--- src/rtl/muldiv_arbiter.sv ---
// muldiv_arbiter: round-robin sharing of one iterative MulDiv unit between the
// integer pipeline (port 0) and the coprocessor path (port 1).
module muldiv_arbiter (
  input  logic        clock,
  input  logic        reset_n,
  input  logic        rq0_req_valid,
  output logic        rq0_req_ready,
  input  logic [3:0]  rq0_req_bits_fn,
  input  logic        rq0_req_bits_dw,
  input  logic [31:0] rq0_req_bits_in1,
  input  logic [31:0] rq0_req_bits_in2,
  input  logic [4:0]  rq0_req_bits_tag,
  input  logic        rq0_kill,
  input  logic        rq0_resp_ready,
  output logic        rq0_resp_valid,
  output logic [31:0] rq0_resp_bits_data,
  output logic [4:0]  rq0_resp_bits_tag,
  input  logic        rq1_req_valid,
  output logic        rq1_req_ready,
  input  logic [3:0]  rq1_req_bits_fn,
  input  logic        rq1_req_bits_dw,
  input  logic [31:0] rq1_req_bits_in1,
  input  logic [31:0] rq1_req_bits_in2,
  input  logic [4:0]  rq1_req_bits_tag,
  input  logic        rq1_kill,
  input  logic        rq1_resp_ready,
  output logic        rq1_resp_valid,
  output logic [31:0] rq1_resp_bits_data,
  output logic [4:0]  rq1_resp_bits_tag,
  output logic        md_req_valid,
  input  logic        md_req_ready,
  output logic [3:0]  md_req_bits_fn,
  output logic        md_req_bits_dw,
  output logic [31:0] md_req_bits_in1,
  output logic [31:0] md_req_bits_in2,
  output logic [4:0]  md_req_bits_tag,
  output logic        md_kill,
  input  logic        md_resp_valid,
  output logic        md_resp_ready,
  input  logic [31:0] md_resp_bits_data,
  input  logic [4:0]  md_resp_bits_tag,
  output logic [15:0] cnt0,
  output logic [15:0] cnt1
);

  typedef enum logic {IDLE = 1'b0, BUSY = 1'b1} state_t;

  state_t      state_q, state_d;
  logic        owner_q, owner_d;
  logic        prio_q, prio_d;
  logic [15:0] cnt0_q, cnt0_d;
  logic [15:0] cnt1_q, cnt1_d;

  logic elig0, elig1, any_elig, grant;
  logic owner_kill, owner_resp_ready, req_fire, resp_fire;

  // A killed port is never eligible; ties go to the port favoured by prio.
  assign elig0            = rq0_req_valid & ~rq0_kill;
  assign elig1            = rq1_req_valid & ~rq1_kill;
  assign any_elig         = elig0 | elig1;
  assign grant            = (elig0 & elig1) ? prio_q : elig1;
  assign owner_kill       = owner_q ? rq1_kill : rq0_kill;
  assign owner_resp_ready = owner_q ? rq1_resp_ready : rq0_resp_ready;
  assign req_fire         = (state_q == IDLE) & any_elig & md_req_ready;
  assign resp_fire        = (state_q == BUSY) & md_resp_valid & owner_resp_ready;

  assign cnt0 = cnt0_q;
  assign cnt1 = cnt1_q;

  always_ff @(posedge clock or negedge reset_n) begin
    if (!reset_n) begin
      state_q <= IDLE;
      owner_q <= 1'b0;
      prio_q  <= 1'b0;
      cnt0_q  <= 16'h0000;
      cnt1_q  <= 16'h0000;
    end else begin
      state_q <= state_d;
      owner_q <= owner_d;
      prio_q  <= prio_d;
      cnt0_q  <= cnt0_d;
      cnt1_q  <= cnt1_d;
    end
  end

  always_comb begin
    state_d = state_q;
    owner_d = owner_q;
    prio_d  = prio_q;
    case (state_q)
      IDLE: begin
        if (req_fire) begin
          state_d = BUSY;
          owner_d = grant;
          prio_d  = ~grant;
        end
      end
      BUSY: begin
        if (resp_fire || owner_kill) state_d = IDLE;
      end
      default: state_d = IDLE;
    endcase
  end

  // A response delivered in the same cycle as an owner kill still counts.
  always_comb begin
    cnt0_d = cnt0_q;
    cnt1_d = cnt1_q;
    if (resp_fire && !owner_q && cnt0_q != 16'hFFFF) cnt0_d = cnt0_q + 16'd1;
    if (resp_fire && owner_q && cnt1_q != 16'hFFFF)  cnt1_d = cnt1_q + 16'd1;
  end

  always_comb begin
    md_req_valid       = 1'b0;
    md_req_bits_fn     = 4'd0;
    md_req_bits_dw     = 1'b0;
    md_req_bits_in1    = 32'd0;
    md_req_bits_in2    = 32'd0;
    md_req_bits_tag    = 5'd0;
    md_kill            = 1'b0;
    md_resp_ready      = 1'b0;
    rq0_req_ready      = 1'b0;
    rq1_req_ready      = 1'b0;
    rq0_resp_valid     = 1'b0;
    rq0_resp_bits_data = 32'd0;
    rq0_resp_bits_tag  = 5'd0;
    rq1_resp_valid     = 1'b0;
    rq1_resp_bits_data = 32'd0;
    rq1_resp_bits_tag  = 5'd0;
    // Outputs are forced quiet while reset is held, independent of the clock.
    if (reset_n) begin
      case (state_q)
        IDLE: begin
          if (any_elig) begin
            md_req_valid = 1'b1;
            if (grant) begin
              md_req_bits_fn  = rq1_req_bits_fn;
              md_req_bits_dw  = rq1_req_bits_dw;
              md_req_bits_in1 = rq1_req_bits_in1;
              md_req_bits_in2 = rq1_req_bits_in2;
              md_req_bits_tag = rq1_req_bits_tag;
              rq1_req_ready   = md_req_ready;
            end else begin
              md_req_bits_fn  = rq0_req_bits_fn;
              md_req_bits_dw  = rq0_req_bits_dw;
              md_req_bits_in1 = rq0_req_bits_in1;
              md_req_bits_in2 = rq0_req_bits_in2;
              md_req_bits_tag = rq0_req_bits_tag;
              rq0_req_ready   = md_req_ready;
            end
          end
        end
        BUSY: begin
          md_kill       = owner_kill;
          md_resp_ready = owner_resp_ready;
          if (owner_q) begin
            rq1_resp_valid     = md_resp_valid;
            rq1_resp_bits_data = md_resp_bits_data;
            rq1_resp_bits_tag  = md_resp_bits_tag;
          end else begin
            rq0_resp_valid     = md_resp_valid;
            rq0_resp_bits_data = md_resp_bits_data;
            rq0_resp_bits_tag  = md_resp_bits_tag;
          end
        end
        default: ;
      endcase
    end
  end

endmodule

--- config.mk ---
export PLATFORM = sky130hd
export DESIGN_NAME = muldiv_arbiter
export DESIGN_NICKNAME = d
export VERILOG_FILES = /design/src/rtl/muldiv_arbiter.sv
export SDC_FILE = /design/constraint.sdc
export NUM_CORES = 1
export LEC_CHECK = 0
export BUFFER_PORTS_ARGS = -buffer_cell sky130_fd_sc_hd__buf_2
export CAP_MARGIN = 20
export CELL_PAD_IN_SITES_DETAIL_PLACEMENT = 0
export CELL_PAD_IN_SITES_GLOBAL_PLACEMENT = 2
export CORE_MARGIN = 5
export CORE_UTILIZATION = 16
export CTS_CLUSTER_DIAMETER = 60
export CTS_CLUSTER_SIZE = 8
export DETAILED_ROUTE_END_ITERATION = 10
export PLACE_DENSITY = 0.95
export SETUP_SLACK_MARGIN = 0.02
export SKIP_CTS_REPAIR_TIMING = 1
export SYNTH_ARGS = -nofsm -noshare
export SYNTH_HDL_FRONTEND = slang
export SYNTH_SLANG_ARGS = --single-unit
--- constraint.sdc ---
create_clock -name clock -period 4.4 [get_ports clock]
set_input_delay 0.66 -clock clock [delete_from_list [all_inputs] [get_ports clock]]
set_output_delay 0.66 -clock clock [all_outputs]
set_load 0.03 [all_outputs]
==> impl_metrics.py, run 1 <==
metrics = {
    "sta": {
        "whs_ns": 0.2163,
        "tightest_slew_ns": 0.9740,
        "rsz0062_at_grt": "false",
        "finClkSkew_ns": 0.005458,
        "drv_slew": 0,
        "fmax_ghz": 0.3098,
        "tns_ns": 0,
        "finalSetupViolCount": 0,
        "hold_viol_final": 0,
        "period_share_pct": 73.37,
        "min_period_ns": 3.228,
        "relSlewSlack_pct": 34.99,
    },
    "clock_tree": {
        "htreeDepth": 2,
        "cts.path.max_buffers": 2,
        "clk_pin_slew_ns": 0.06,
        "tritoncts.num_buffers": 5,
        "root_buffer": "clkbuf_16",
        "cts_tree": "built",
        "insertion_delay_ns": 0.28,
        "clock_sinks": 35,
    },
    "min_path": {
        "hold_class": "in2async",
    },
    "floorplanning": {
        "initial_core_util_pct": 16.27,
        "ios": 382,
        "row_count": 53,
        "die_h_um": 156.2,
        "die_w_um": 156.2,
        "die_area_sq_um": 24400,
        "coreArea_sq_um": 21020,
    },
    "power_and_ir_drop": {
        "power.leakage_nw": 3.443,
        "power_density_nw_per_um2": 249.0,
        "power_mw": 1.442,
        "peakVddDrop_mv": 0.1323,
    },
    "worst_setup_path": {
        "path_class": "in2out",
        "end_kind": "primary output",
        "start_kind": "input port",
        "r2r-end": "cnt1[1]",
        "slowest_delay_ns": 0.52,
        "reg2regPathDepth": 5,
        "crit_required_ns": 3.74,
        "cp_common_cell": "buf_2",
        "crit_end": "rq0_req_ready",
        "path_max_fanout": 66,
        "arrival_ns": 2.57,
        "r2r_slack_ns": 2.44,
        "r2r-start": "cnt1[0]",
        "startpoint": "rq0_kill",
        "cp_slowest_cell": "nand3b_1",
        "cp_cell_sequence": "buf_2 -> nand2b_1 -> o21ai_0 -> nand3b_1 -> buf_12 -> inv_1 -> and3_1 -> buf_2",
    },
    "grt": {
        "grt_pass1_vias": 4876,
        "grt_pass1_wl_mm": 27.50,
        "grt_max_degree": 67,
        "grt-ovfl-total": 0,
        "gr-usage-all-layers_pct": 14.03,
        "antenna_found_initial": 0,
    },
    "outcome": {
        "status": "completed",
    },
    "final_layout": {
        "post-route-util_pct": 27.56,
        "num_antenna_cells": 0,
        "area_delta_synth_final_pct": 69.35,
        "nNetsFinal": 1066,
        "drive_above_1_share_pct": 47.70,
        "final_area_sq_um": 5793,
    },
    "route": {
        "first_iter_violations": 289,
        "drc_errors": 0,
        "vias": 4801,
        "wl_per_cell_um": 16.11,
        "routed_via_density": 4.193,
        "dr.pass1.iters": 5,
        "totalWireLength_mm": 18.44,
        "ant_nets": 0,
    },
    "synth": {
        "synth_edf_count": 0,
        "synth_warnings": 0,
        "synthFlopType": "dfrtp_1",
        "yosysUniqueCellTypes": 44,
        "async_flop_share_pct": 100.0,
        "synth-seq-cells": 35,
        "syn_inst": 509,
        "syn-cell-area_sq_um": 3421,
        "synth_seq_area_share_pct": 25.60,
        "syn_avg_cell_area_sq_um": 6.721,
        "syn-num-nets": 706,
    },
    "placed_design": {
        "portBuffers": 381,
        "postPlaceCellArea_sq_um": 5620,
        "post-dp-hpwl_mm": 15.53,
        "gp_congestion": 0.8620,
    },
    "job": {
        "maxCapViolCount": 0,
    },
}
-- logic make-up (layout without fill, tap and decap cells) --
group | after synthesis | in the layout | share of synthesized area, %
and+or+nand+nor | 314 | 314 | 46.27
DFF | 35 | 35 | 25.60
adders and majority gates | 2 | 2 | 0.7314
buffers and inverters | 39 | 400 | 4.609
muxes | 9 | 9 | 2.926
xor gates and xnor gates | 22 | 22 | 5.633
AOI/OAI and AO/OA | 88 | 88 | 14.23
-- registers in the layout, summed over array words and instances (netlist names) --
signal / count
state_q: 1
cnt1: 16
prio_q: 1
cnt0: 16
owner_q: 1
-- layout by cell type, fill, tap and decap left out, types with 3 or more instances in the layout --
| cell | n |
|---|---|
| and3_1 | 5 |
| xor2_1 | 17 |
| nor3_1 | 6 |
| inv_1 | 5 |
| nand2_1 | 159 |
| and2_1 | 79 |
| nand2b_1 | 4 |
| buf_4 | 4 |
| dfrtp_1 | 35 |
| buf_2 | 381 |
| nor2_2 | 3 |
| nand4_1 | 14 |
| clkbuf_16 | 5 |
| nand3_1 | 12 |
| xnor2_1 | 5 |
| mux2_2 | 5 |
| and4_1 | 3 |
| a21oi_1 | 77 |
| mux2_1 | 3 |
| nor2b_1 | 4 |
| nor2_1 | 11 |
-- Yosys cell counts, types with 4 or more instances --
cell type / count / area (sq um)
nor2b_1: 4 / 25.02
and3_1: 5 / 31.28
mux2_2: 5 / 56.30
inv_1: 5 / 18.77
nand4_1: 14 / 87.58
clkbuf_1: 22 / 82.58
nand3_1: 12 / 60.06
xnor2_1: 5 / 43.79
nand2b_1: 4 / 25.02
xor2_1: 17 / 148.9
a21oi_1: 77 / 385.4
and2_1: 79 / 494.2
nor2_1: 13 / 48.80
buf_1: 8 / 30.03
nor3_1: 6 / 30.03
nand2_1: 159 / 596.8
dfrtp_1: 35 / 875.8
-- worst max-delay path: cells and delay by family --
kind / cells / cell delay, ns
compound gates: 1 / 0.18
buf+inv: 4 / 0.81
simple gates: 3 / 0.86
-- stage by stage --
stage	setup WS (ns)	instances
after floorplan	1.701	509
after global placement	1.129	1137
after detailed placement	1.138	1137
after CTS	1.137	1145
after global routing	0.9947	1145
final	1.172	1145
-- worst min path at each step --
stage | end | slack (ns) | depth (start not counted)
global route | prio_q | 0.21 | 1
floorplan | cnt0[0] | 0.36 | 0
finish | state_q | 0.22 | 1
CTS | state_q | 0.22 | 1
global placement | cnt0[6] | 0.48 | 1
detailed placement | cnt0[6] | 0.50 | 1
-- metal layers --
metal	track usage [%]	wire [um]	up-vias
met1	17.79	7461	2132
met3	2.461	1375	17
met2	25.13	9327	244
met4	2.686	280	0
met5	0	0	-
li1	-	-	2408
-- area by class of cell --
| type | instances | area [sq um] |
|---|---|---|
| Clock buffer | 5 | 125.1 |
| Clock inverter | 3 | 47.55 |
| Multi-Input combinational cell | 435 | 2405 |
| Sequential cell | 35 | 875.8 |
| Timing Repair Buffer | 387 | 1977 |
| Tap cell | 275 | 344.1 |
| Inverter | 5 | 18.77 |
| Fill cell | 2328 | 15230 |
-- where the power goes --
part | leakage, nW | internal, mW | switching, mW
clock network | 0.0844 | 0.270 | 0.146
logic | 2.89 | 0.208 | 0.408
registers | 0.470 | 0.355 | 0.0540
total | 3.44 | 0.834 | 0.609
No activity file was read; power rests on OpenSTA's default activity.
==> inputs of run 2 (changes only) <==
--- a/config.mk
+++ b/config.mk
@@ -5,16 +5,17 @@
 export SDC_FILE = /design/constraint.sdc
 export NUM_CORES = 1
 export LEC_CHECK = 0
+export ABC_AREA = 1
 export BUFFER_PORTS_ARGS = -buffer_cell sky130_fd_sc_hd__buf_2
 export CAP_MARGIN = 20
 export CELL_PAD_IN_SITES_DETAIL_PLACEMENT = 0
 export CELL_PAD_IN_SITES_GLOBAL_PLACEMENT = 2
 export CORE_MARGIN = 5
-export CORE_UTILIZATION = 16
+export CORE_UTILIZATION = 13
 export CTS_CLUSTER_DIAMETER = 60
 export CTS_CLUSTER_SIZE = 8
 export DETAILED_ROUTE_END_ITERATION = 10
-export PLACE_DENSITY = 0.95
+export PLACE_DENSITY = 0.85
 export SETUP_SLACK_MARGIN = 0.02
 export SKIP_CTS_REPAIR_TIMING = 1
 export SYNTH_ARGS = -nofsm -noshare
==> constraint.sdc (replaced) <==
create_clock -name clock -period 2.67 [get_ports clock]
set_input_delay 0.4005 -clock clock [delete_from_list [all_inputs] [get_ports clock]]
set_output_delay 0.4005 -clock clock [all_outputs]
set_load 0.03 [all_outputs]
==> run 2 against run 1 <==
Compared with the run above: hold slack worse by 0.032 ns; critical path depth is 2 lower; cell count is 27% higher; sequential power is 110% higher; via count is 18% higher; critical path type is now reg2out; final area is 7.2% higher; area after synthesis is 9.2% higher; clock power is 73% higher; die area is 32% higher.
==> impl_metrics.py, run 2 <==
metrics = {
    "sta": {
        "relSlewSlack_pct": 69.71,
        "rsz0062_at_grt": "false",
        "whs_ns": 0.1845,
        "hold_viol_final": 0,
        "min_period_ns": 2.429,
        "layout_setup_ws_ns": 0.2409,
        "tightest_slew_ns": 0.4544,
        "fmax_ghz": 0.4117,
        "period_share_pct": 90.98,
        "tns_ns": 0,
        "drv_slew": 0,
        "finalSetupViolCount": 0,
        "finClkSkew_ns": 0.01017,
    },
    "clock_tree": {
        "tritoncts.num_buffers": 5,
        "cts.path.max_buffers": 2,
        "clock_sinks": 35,
        "insertion_delay_ns": 0.28,
        "cts_tree": "built",
        "htreeDepth": 2,
        "clk_pin_slew_ns": 0.06,
        "root_buffer": "clkbuf_16",
    },
    "synth": {
        "synthFlopType": "dfrtp_1",
        "syn-num-nets": 895,
        "synth_most_common_cell": "nor2_1",
        "synth_top_area_share_pct": 25.92,
        "ys_top_cells_by_count": "nor2_1, nand2_1, o21ai_0",
        "yosysUniqueCellTypes": 22,
        "synth_seq_area_share_pct": 23.44,
        "yosysTopAreaCell": "nor2_1",
        "synth_edf_count": 0,
        "yosys-top-cells-area": "nor2_1, dfrtp_1, nand2_1",
        "synth-seq-cells": 35,
        "synth_warnings": 0,
        "async_flop_share_pct": 100.0,
        "syn_avg_cell_area_sq_um": 5.353,
        "syn_inst": 698,
        "syn-cell-area_sq_um": 3736,
    },
    "job": {
        "maxCapViolCount": 0,
    },
    "floorplanning": {
        "die_area_sq_um": 32230,
        "coreArea_sq_um": 28550,
        "initial_core_util_pct": 13.09,
        "die_w_um": 179.5,
        "ios": 382,
        "die_h_um": 179.5,
        "row_count": 62,
    },
    "worst_setup_path": {
        "cp_num_buf_inv": 2,
        "start_kind": "register",
        "slowest_delay_ns": 0.41,
        "cp_slowest_cell": "dfrtp_1",
        "end_kind": "primary output",
        "cp_cell_sequence": "or2_1 -> nand2_2 -> buf_4 -> o21ai_0 -> nor2_1 -> buf_2",
        "r2r-end": "cnt1[3]",
        "arrival_ns": 2.03,
        "r2r-start": "cnt1[0]",
        "crit_family": "buffers and inverters",
        "r2r_slack_ns": 0.72,
        "path_max_fanout": 49,
        "reg2regPathDepth": 9,
        "crit_required_ns": 2.27,
        "path_class": "reg2out",
    },
    "route": {
        "m1WireLength_mm": 8.763,
        "routed_via_density": 3.906,
        "dr.pass1.iters": 4,
        "vias": 5660,
        "wl_per_cell_um": 14.38,
        "drc_errors": 0,
        "met3_length_mm": 1.208,
        "dr.max_layer_used": "met4",
        "ant_nets": 0,
        "met2WireLength_mm": 10.59,
        "totalWireLength_mm": 20.84,
        "first_iter_violations": 279,
    },
    "placed_design": {
        "dp_slack_ns": 0.3824,
        "post-dp-hpwl_mm": 17.11,
        "portBuffers": 381,
        "gp_congestion": 0.8919,
    },
    "outcome": {
        "status": "completed",
    },
    "grt": {
        "grt-ovfl-total": 0,
        "grt_pass1_vias": 5225,
        "gr-usage-all-layers_pct": 11.87,
        "antenna_found_initial": 2,
        "grt_max_degree": 76,
        "grt_pass1_wl_mm": 31.27,
    },
    "final_layout": {
        "final_cell_mix": "buf_2, nor2_1, nand2_1",
        "area_delta_synth_final_pct": 66.28,
        "nNetsFinal": 1259,
        "post-route-util_pct": 21.76,
        "drive_above_1_share_pct": 38.57,
        "layout_commonest_cell": "buf_2",
    },
    "power_and_ir_drop": {
        "power_density_nw_per_um2": 489.8,
        "clock_power_share_pct": 23.6,
        "netSwitchingFraction_pct": 48.24,
        "power_mw": 3.043,
        "intPower_mw": 1.575,
        "combPwrFrac_pct": 48.8,
        "power.leakage_nw": 3.686,
        "netSwitchingPower_mw": 1.468,
        "peakVddDrop_mv": 0.3159,
        "seq_power_share_pct": 27.6,
    },
    "min_path": {
        "hold_class": "in2async",
    },
}
==> run 2: cell types whose count changed in the layout (fill, tap and decap cells not counted), moves of 18 or more <==
| cell | change |
|---|---|
| o21ai_0 | +72 |
| and2_1 | -79 |
| inv_1 | +62 |
| o21ai_1 | +18 |
| a21oi_1 | -77 |
| nor2_1 | +247 |
==> run 2: kinds of logic (layout without fill, tap and decap cells) <==
logic type               count (synthesis)  in the layout  share of synthesized area (%)
AND/OR/NAND/NOR                        448            448                          47.45
adder cells (fa/ha/maj)                  2              2                         0.6697
flip-flops                              35             35                          23.44
XOR/XNOR                                13             13                          3.048
buffers and inverters                  107            472                          12.86
other                                    0              2                              0
AO/OA/AOI/OAI                           93             93                          12.53
==> run 2: per-stage QoR <==
stage                     area, sq um  instances
after floorplan                  3736        698
after global placement           6020       1438
after detailed placement         6020       1438
after CTS                        6197       1446
after global routing             6212       1449
final                            6212       1449
==> run 2: routing by layer <==
metal / vias to the layer above / global-route usage (%)
met1: 2562 / 14.95
met2: 208 / 21.47
met3: 13 / 1.920
met5: - / 0
met4: 0 / 2.286
li1: 2877 / -
==> run 2: power by group through the flow <==
stage	clock [mW]	combinational [mW]	sequential, mW
6_report	0.719	1.48	0.839
5_1_grt	0.760	1.63	0.860
4_1_cts	0.738	1.50	0.841
3_5_place_dp	0	1.50	0.853
3_3_place_gp	0	1.49	0.850
2_1_floorplan	0	0.774	0.990
==> run 2: cell type report <==
class / count / area, sq um
repair buffers: 393 / 2024
inverters: 71 / 266.5
clock buffers: 6 / 138.9
well taps: 384 / 480.5
flip-flops and latches: 35 / 875.8
clock inverters: 2 / 38.79
fillers: 3369 / 22340
diodes: 2 / 5.005
multi-input cells: 556 / 2382
==> run 2: worst max path at each step <==
| stage | from | depth (start not counted) | slack (ns) | endpoint |
|---|---|---|---|---|
| finish | prio_q | 6 | 0.24 | md_req_bits_in1[25] |
| floorplan | rq0_kill | 7 | 0.55 | rq0_req_ready |
| global route | prio_q | 6 | 0.14 | md_req_bits_in1[21] |
| global placement | rq0_kill | 9 | 0.37 | md_req_bits_in1[21] |
| CTS | prio_q | 6 | 0.22 | md_req_bits_in1[25] |
| detailed placement | rq0_kill | 9 | 0.38 | md_req_bits_in1[25] |
